`src/rtl/csa_rr_share_arbiter.sv`:
```
// ----------------------------------------------------------------------------
// csa_rr_share_arbiter
//   Shares one 32-bit gate-level carry-select adder between NREQ requesters.
//   A round-robin arbiter picks one valid requester per cycle, feeds its
//   operands to the adder, and captures sum/carry-out plus the requester ID
//   in a single-entry response register drained by a valid/ready handshake.
//
// Ports
//   clk        rising-edge clock
//   rst        synchronous active-high reset
//   req_valid  [NREQ]      requester i has an operand pair
//   req_ready  [NREQ]      requester i accepted this cycle (one-hot or zero)
//   req_a      [NREQ*32]   operand A, requester i in bits [32*i +: 32]
//   req_b      [NREQ*32]   operand B, same packing
//   rsp_valid              response register holds a result
//   rsp_ready              consumer takes the response this cycle
//   rsp_sum    [32]        registered adder sum
//   rsp_cout               registered adder carry-out
//   rsp_id     [ID_W]      requester that produced the response
//
// Also contains the adder itself (bitcarryselectgatelevel) and its
// building blocks so the file is self-contained.
// ----------------------------------------------------------------------------

// One-bit full adder built from gate primitives.
module csa_fa (
    input  logic a,
    input  logic b,
    input  logic cin,
    output logic s,
    output logic co
);
    logic axb, ab, cx;

    xor g_x0 (axb, a, b);
    xor g_x1 (s, axb, cin);
    and g_a0 (ab, a, b);
    and g_a1 (cx, axb, cin);
    or  g_o0 (co, ab, cx);
endmodule

// W-bit ripple-carry block made of full-adder lanes.
module csa_rca #(
    parameter int W = 4
) (
    input  logic [W-1:0] a,
    input  logic [W-1:0] b,
    input  logic         cin,
    output logic [W-1:0] s,
    output logic         co
);
    logic [W:0] c;

    assign c[0] = cin;

    for (genvar i = 0; i < W; i++) begin : g_bit
        csa_fa u_fa (
            .a  (a[i]),
            .b  (b[i]),
            .cin(c[i]),
            .s  (s[i]),
            .co (c[i+1])
        );
    end

    assign co = c[W];
endmodule

// 32-bit carry-select adder, no carry-in. Block 0 ripples directly; every
// higher block precomputes both carry-in cases and the incoming block carry
// selects between them, so the critical path is one block ripple plus a
// chain of muxes.
module bitcarryselectgatelevel #(
    parameter int W   = 32,
    parameter int BLK = 4
) (
    input  logic [W-1:0] a,
    input  logic [W-1:0] b,
    output logic [W-1:0] sum,
    output logic         cout
);
    localparam int NBLK = W / BLK;

    // c_blk[g] is the carry into block g
    logic [NBLK:1] c_blk;

    csa_rca #(.W(BLK)) u_rca_blk0 (
        .a  (a[BLK-1:0]),
        .b  (b[BLK-1:0]),
        .cin(1'b0),
        .s  (sum[BLK-1:0]),
        .co (c_blk[1])
    );

    for (genvar g = 1; g < NBLK; g++) begin : g_blk
        logic [BLK-1:0] s0, s1;
        logic           co0, co1;

        csa_rca #(.W(BLK)) u_rca_c0 (
            .a  (a[g*BLK +: BLK]),
            .b  (b[g*BLK +: BLK]),
            .cin(1'b0),
            .s  (s0),
            .co (co0)
        );

        csa_rca #(.W(BLK)) u_rca_c1 (
            .a  (a[g*BLK +: BLK]),
            .b  (b[g*BLK +: BLK]),
            .cin(1'b1),
            .s  (s1),
            .co (co1)
        );

        assign sum[g*BLK +: BLK] = c_blk[g] ? s1 : s0;
        // co1 is always >= co0, so the select reduces to an AND-OR
        assign c_blk[g+1] = co0 | (co1 & c_blk[g]);
    end

    assign cout = c_blk[NBLK];
endmodule

module csa_rr_share_arbiter #(
    parameter int NREQ = 4,
    parameter int ID_W = 2   // must equal $clog2(NREQ)
) (
    input  logic                 clk,
    input  logic                 rst,
    input  logic [NREQ-1:0]      req_valid,
    output logic [NREQ-1:0]      req_ready,
    input  logic [NREQ*32-1:0]   req_a,
    input  logic [NREQ*32-1:0]   req_b,
    output logic                 rsp_valid,
    input  logic                 rsp_ready,
    output logic [31:0]          rsp_sum,
    output logic                 rsp_cout,
    output logic [ID_W-1:0]      rsp_id
);
    localparam int              DW      = 32;
    localparam logic [ID_W:0]   NREQ_W  = (ID_W+1)'(NREQ);
    localparam logic [ID_W-1:0] LAST_ID = ID_W'(NREQ - 1);

    logic            rsp_valid_q, rsp_valid_d;
    logic [DW-1:0]   rsp_sum_q,   rsp_sum_d;
    logic            rsp_cout_q,  rsp_cout_d;
    logic [ID_W-1:0] rsp_id_q,    rsp_id_d;
    logic [ID_W-1:0] ptr_q,       ptr_d;

    logic            gnt_found;
    logic [ID_W-1:0] gnt_idx;
    logic [ID_W:0]   scan;
    logic            can_accept;
    logic            fire;
    logic [DW-1:0]   add_a, add_b, add_sum;
    logic            add_cout;

    // Rotating priority scan starting at ptr_q. The extra bit on scan lets
    // the wrap be a single conditional subtract, which also works for NREQ
    // values that are not a power of two.
    always_comb begin
        gnt_found = 1'b0;
        gnt_idx   = '0;
        scan      = '0;
        for (int k = 0; k < NREQ; k++) begin
            scan = {1'b0, ptr_q} + (ID_W+1)'(k);
            if (scan >= NREQ_W) begin
                scan = scan - NREQ_W;
            end
            if (!gnt_found && req_valid[scan[ID_W-1:0]]) begin
                gnt_found = 1'b1;
                gnt_idx   = scan[ID_W-1:0];
            end
        end
    end

    // Draining and refilling in the same cycle is allowed.
    assign can_accept = !rsp_valid_q || rsp_ready;
    assign fire       = gnt_found && can_accept && !rst;

    always_comb begin
        req_ready = '0;
        if (fire) begin
            req_ready[gnt_idx] = 1'b1;
        end
    end

    assign add_a = req_a[gnt_idx*DW +: DW];
    assign add_b = req_b[gnt_idx*DW +: DW];

    bitcarryselectgatelevel #(.W(DW), .BLK(4)) u_adder (
        .a   (add_a),
        .b   (add_b),
        .sum (add_sum),
        .cout(add_cout)
    );

    // EMPTY/FULL is carried entirely by rsp_valid_q.
    always_comb begin
        rsp_valid_d = rsp_valid_q;
        rsp_sum_d   = rsp_sum_q;
        rsp_cout_d  = rsp_cout_q;
        rsp_id_d    = rsp_id_q;
        ptr_d       = ptr_q;
        if (fire) begin
            rsp_valid_d = 1'b1;
            rsp_sum_d   = add_sum;
            rsp_cout_d  = add_cout;
            rsp_id_d    = gnt_idx;
            ptr_d       = (gnt_idx == LAST_ID) ? '0 : gnt_idx + 1'b1;
        end else if (rsp_valid_q && rsp_ready) begin
            rsp_valid_d = 1'b0;
        end
    end

    always_ff @(posedge clk) begin
        if (rst) begin
            rsp_valid_q <= 1'b0;
            rsp_sum_q   <= '0;
            rsp_cout_q  <= 1'b0;
            rsp_id_q    <= '0;
            ptr_q       <= '0;
        end else begin
            rsp_valid_q <= rsp_valid_d;
            rsp_sum_q   <= rsp_sum_d;
            rsp_cout_q  <= rsp_cout_d;
            rsp_id_q    <= rsp_id_d;
            ptr_q       <= ptr_d;
        end
    end

    assign rsp_valid = rsp_valid_q;
    assign rsp_sum   = rsp_sum_q;
    assign rsp_cout  = rsp_cout_q;
    assign rsp_id    = rsp_id_q;
endmodule

```
`config.mk`:
```
export PLATFORM = sky130hd
export DESIGN_NAME = csa_rr_share_arbiter
export DESIGN_NICKNAME = d
export VERILOG_FILES = /design/src/rtl/csa_rr_share_arbiter.sv
export SDC_FILE = /design/constraint.sdc
export NUM_CORES = 1
export LEC_CHECK = 0
export CORE_AREA = 4 4 176 136
export CTS_CLUSTER_SIZE = 20
export DETAILED_ROUTE_END_ITERATION = 6
export DIE_AREA = 0 0 180 140
export SLEW_MARGIN = 20
export SYNTH_ARGS = -nofsm -noshare
export SYNTH_HDL_FRONTEND = slang
export SYNTH_HIERARCHICAL = 1
export SYNTH_SLANG_ARGS = --single-unit
export TNS_END_PERCENT = 1
```
`constraint.sdc`:
```
create_clock -name clk -period 5.6 [get_ports clk]
set_clock_uncertainty 0.1 [all_clocks]
set_input_delay 0.56 -clock clk [delete_from_list [all_inputs] [get_ports clk]]
set_output_delay 0.56 -clock clk [all_outputs]
set_load 0.005 [all_outputs]
```
==> report_table.html <==
<table>
<tr><th>Metric</th><th>Value</th></tr>
<tr><th colspan="2">Run</th></tr>
<tr><td>Max-capacitance violation count</td><td>0</td></tr>
<tr><th colspan="2">Detailed routing</th></tr>
<tr><td>Routed WL per cell</td><td>17.0 um</td></tr>
<tr><td>Post-detailed-route count of antenna-violating nets</td><td>0</td></tr>
<tr><td>Sum of routed wire length over all layers</td><td>19.2 mm</td></tr>
<tr><td>Ratio of routed vias to standard cells</td><td>4.36</td></tr>
<tr><td>Overall via count from detail_route</td><td>4902</td></tr>
<tr><td>Number of iterations in the first detailed-routing pass</td><td>4</td></tr>
<tr><td>Starting DRC count in detailed routing</td><td>139</td></tr>
<tr><td>DRC violation count after routing</td><td>0</td></tr>
<tr><th colspan="2">Global route</th></tr>
<tr><td>Wire length of the first global-routing pass</td><td>29.6 mm</td></tr>
<tr><td>Largest net degree at the start of global routing</td><td>59</td></tr>
<tr><td>Total congestion overflow</td><td>0</td></tr>
<tr><td>Tot GR Track Use</td><td>14.8%</td></tr>
<tr><td>Number of antenna violations at the first check in global routing</td><td>0</td></tr>
<tr><td>Via count of the first global-routing pass</td><td>5284</td></tr>
<tr><th colspan="2">Yosys</th></tr>
<tr><td>Proportion of register bits with asynchronous set or reset after synthesis</td><td>0%</td></tr>
<tr><td>Post-Syn Area</td><td>0.00547 sq mm</td></tr>
<tr><td>Count of warnings emitted by yosys</td><td>6</td></tr>
<tr><td>EDFF count, synth</td><td>0</td></tr>
<tr><td>Dominant synthesized flop cell</td><td>dfxtp_1</td></tr>
<tr><td>Sequential cell area fraction in the yosys report</td><td>13.9%</td></tr>
<tr><td>Synthesized flop and latch total</td><td>38</td></tr>
<tr><td>Cells after Synth</td><td>515</td></tr>
<tr><td>Mean Syn Cell Area</td><td>10.6 sq um</td></tr>
<tr><td>Netlist cell types</td><td>38</td></tr>
<tr><th colspan="2">Cells and area</th></tr>
<tr><td>Filler cell count in the final layout</td><td>2205</td></tr>
<tr><td>Layout Cells excl Fill</td><td>1125</td></tr>
<tr><td>Total area of sequential cells</td><td>761 sq um</td></tr>
<tr><td>Area Growth Syn to Fin</td><td>63.3%</td></tr>
<tr><td>Post-route cell area</td><td>0.00893 sq mm</td></tr>
<tr><td>Share of post-route cells with drive strength above 1</td><td>8.00%</td></tr>
<tr><td>Nets</td><td>1148</td></tr>
<tr><td>Total area of multi-input combinational cells</td><td>0.00438 sq mm</td></tr>
<tr><td>Count of antenna diodes in the layout</td><td>0</td></tr>
<tr><th colspan="2">Placed design</th></tr>
<tr><td>Total placed instance area</td><td>0.00873 sq mm</td></tr>
<tr><td>Post-DP HPWL</td><td>16.3 mm</td></tr>
<tr><td>DP Worst Slack</td><td>193 ps</td></tr>
<tr><td>Count of buffers from port buffering</td><td>302</td></tr>
<tr><td>Dpl cells</td><td>1117</td></tr>
<tr><td>GPL Wtd Cong</td><td>0.891</td></tr>
<tr><th colspan="2">Power and ir drop</th></tr>
<tr><td>Maximum VDD drop</td><td>0.000124 V</td></tr>
<tr><td>Reported leakage power</td><td>0.00349 uW</td></tr>
<tr><td>Cell Pwr Density</td><td>307 mW/mm^2</td></tr>
<tr><th colspan="2">Setup path</th></tr>
<tr><td>Cell with the largest stage delay on the worst path</td><td>clkdlybuf4s50_1</td></tr>
<tr><td>Maximum fanout along the worst path</td><td>25</td></tr>
<tr><td>Cell breakdown of the critical path</td><td>clkdlybuf4s50_1 -&gt; a21oi_2 -&gt; o21ai_1 -&gt; o2bb2a_4 -&gt; buf_12 -&gt; mux2i_1 -&gt; mux2i_1 -&gt; fa_1 -&gt; fa_1 -&gt; fa_1 -&gt; fa_1 -&gt; a21o_2 -&gt; a21o_1 -&gt; a21oi_4 -&gt; mux2_2 -&gt; nand2_1 -&gt; o21ai_1</td></tr>
<tr><td>Sort of element at the end of the critical path</td><td>flip-flop</td></tr>
<tr><td>Cell count along the critical path</td><td>17</td></tr>
<tr><td>Top Family by Delay on Critical Path</td><td>adder cells</td></tr>
<tr><td>Arrival time of the worst setup path</td><td>5120 ps</td></tr>
<tr><td>Count of cells along the worst register-to-register path</td><td>16</td></tr>
<tr><td>Combined buffer and inverter count along the critical path</td><td>2</td></tr>
<tr><td>Most repeated library cell on the critical path</td><td>fa_1</td></tr>
<tr><td>Nature of the critical path startpoint</td><td>input pin</td></tr>
<tr><td>Required time at the endpoint of the critical path</td><td>5670 ps</td></tr>
<tr><td>Path type of the worst setup path</td><td>input pin to flip-flop</td></tr>
<tr><td>Maximum single-stage delay on the critical path</td><td>490 ps</td></tr>
<tr><th colspan="2">Timing</th></tr>
<tr><td>Max transition margin</td><td>51.0%</td></tr>
<tr><td>Max-slew violation count</td><td>0</td></tr>
<tr><td>Worst slew pin tran</td><td>735 ps</td></tr>
<tr><td>Shortest period the worst path allows</td><td>5050 ps</td></tr>
<tr><td>Total negative slack for setup checks</td><td>0 ps</td></tr>
<tr><td>Final critical-path share of the clock period</td><td>90.2%</td></tr>
<tr><td>Max Fclk</td><td>198 MHz</td></tr>
<tr><td>Setup repair after global routing missed its margin</td><td>no</td></tr>
<tr><td>Number of setup violations in the final report</td><td>0</td></tr>
<tr><td>Final number of hold-violating endpoints</td><td>0</td></tr>
<tr><td>Final Worst Setup Slack</td><td>550 ps</td></tr>
<tr><th colspan="2">Clock network</th></tr>
<tr><td>Clock-pin slew on the worst setup and hold paths</td><td>70 ps</td></tr>
<tr><td>CTS hold repair buffers</td><td>0</td></tr>
<tr><td>Number of levels in the clock H-tree</td><td>2</td></tr>
<tr><td>Buffers inserted during post-CTS setup optimization</td><td>0</td></tr>
<tr><td>Number of sinks handled by clock tree synthesis</td><td>38</td></tr>
<tr><td>Root Buffer Master</td><td>clkbuf_16</td></tr>
<tr><td>Clock tree from TritonCTS</td><td>done</td></tr>
<tr><td>Worst-skew pair later-pin latency</td><td>290 ps</td></tr>
<tr><td>Resized Gates After CTS</td><td>0</td></tr>
<tr><td>Clock buffer count from CTS</td><td>5</td></tr>
<tr><td>Max Buffers Root-to-Sink</td><td>2</td></tr>
<tr><th colspan="2">Floorplanning</th></tr>
<tr><td>Cell row count</td><td>48</td></tr>
<tr><td>Initial standard-cell utilization of the core</td><td>24.4%</td></tr>
<tr><td>Die area</td><td>0.0252 sq mm</td></tr>
<tr><td>Io pins</td><td>303</td></tr>
<tr><td>Placeable core area</td><td>0.0224 sq mm</td></tr>
<tr><td>Height of the die</td><td>140 um</td></tr>
<tr><td>Die extent in x</td><td>180 um</td></tr>
<tr><th colspan="2">Min path</th></tr>
<tr><td>Worst Hold Depth</td><td>2</td></tr>
<tr><td>Worst min-delay path category</td><td>flip-flop to flip-flop</td></tr>
<tr><th colspan="2">Status</th></tr>
<tr><td>Status</td><td>complete, no violations</td></tr>
</table>
[placed cells by master (no fill, tap or decap), types with 2 or more instances in the layout]
| cell type | synthesis | final |
|---|---|---|
| a21oi_1 | 7 | 7 |
| a21oi_4 | 2 | 2 |
| buf_12 | 13 | 2 |
| buf_4 | 0 | 19 |
| bufinv_16 | 0 | 2 |
| clkbuf_16 | 0 | 5 |
| clkdlybuf4s50_1 | 0 | 301 |
| conb_1 | 2 | 15 |
| dfxtp_1 | 38 | 38 |
| fa_1 | 60 | 60 |
| inv_1 | 4 | 4 |
| mux2_2 | 20 | 20 |
| mux2_4 | 4 | 4 |
| mux2i_1 | 193 | 193 |
| nand2_1 | 50 | 50 |
| nand2b_1 | 36 | 36 |
| nand3_1 | 2 | 2 |
| nor2_1 | 4 | 4 |
| nor3b_2 | 3 | 2 |
| o21ai_0 | 2 | 2 |
| o21ai_1 | 36 | 36 |
| o21bai_1 | 2 | 2 |
[cell type report]
type | instances | share of cell area, %
Clock buffer | 6 | 1.55
Clock inverter | 2 | 0.672
Inverter | 5 | 0.238
Multi-Input combinational cell | 451 | 49.0
Sequential cell | 38 | 8.52
Tap cell | 300 | 4.20
Timing Repair Buffer | 323 | 35.8
[synth_stat cells, types with 3 or more instances]
cell | count | area share (%)
nor3b_2 | 3 | 0.69
buf_12 | 13 | 4.8
fa_1 | 60 | 22
mux2_2 | 20 | 4.1
o21ai_1 | 36 | 3.3
inv_1 | 4 | 0.27
dfxtp_1 | 38 | 14
mux2i_1 | 193 | 35
a21oi_1 | 7 | 0.64
clkbuf_1 | 8 | 0.55
nand2_1 | 50 | 3.4
nand2b_1 | 36 | 4.1
nor2_1 | 4 | 0.27
mux2_4 | 4 | 1.1
buf_2 | 11 | 1.0
[cells by family after synthesis]
group	Yosys count	share of synthesized area (%)
simple gates	100	9.33
other cells	2	0.137
mux	217	40.5
buf+inv	39	7.13
fa+ha+maj	61	22.2
compound gates	58	6.79
flops	38	13.9
[worst min-delay path, delay by kind of cell (launching register included)]
family | cells | cell delay (ps)
AO/OA/AOI/OAI | 1 | 50
flip-flops | 1 | 310
AND/OR/NAND/NOR | 1 | 60
[per-stage QoR]
| step | hold WS [ps] | util (%) | total power (uW) |
|---|---|---|---|
| 4_1_cts | 369 | 39.9 | 2810 |
| 3_3_place_gp | 352 | 39.0 | 2370 |
| 3_5_place_dp | 356 | 39.0 | 2390 |
| 6_report | 363 | 39.9 | 2740 |
| 5_1_grt | 384 | 39.9 | 3010 |
| 2_1_floorplan | 359 | - | 1690 |
[per-layer routing]
| metal | wire (um) | share of wire (%) | GRT usage [%] | up-vias |
|---|---|---|---|---|
| met1 | 8290 | 43 | 18.6 | 2272 |
| met3 | 1580 | 8.3 | 4.49 | 14 |
| met2 | 9020 | 47 | 25.3 | 202 |
| met4 | 273 | 1.4 | 3.49 | 0 |
| li1 | - | - | - | 2414 |
| met5 | 0 | 0 | 0 | - |
[where the power goes]
group / switching [uW] / internal, uW
Sequential: 61.0 / 380
Combinational: 855 / 1050
Clock: 131 / 268
[path summary, 6_finish.rpt]
kind | start | to | slack, ps
worst max-delay path | req_valid[0] | rsp_sum[17] | 550
worst min-delay path | rsp_sum[11] | rsp_sum[11] | 360
worst max register to register | ptr_q[1] | rsp_sum[29] | 780
worst min register to register | rsp_sum[11] | rsp_sum[11] | 360
[state kept, by name (all words and copies together) (netlist names)]
name,flops
ptr_q,2
rsp_cout,1
rsp_id,2
rsp_sum,32
rsp_valid,1
(Power assumes the default switching activity.)
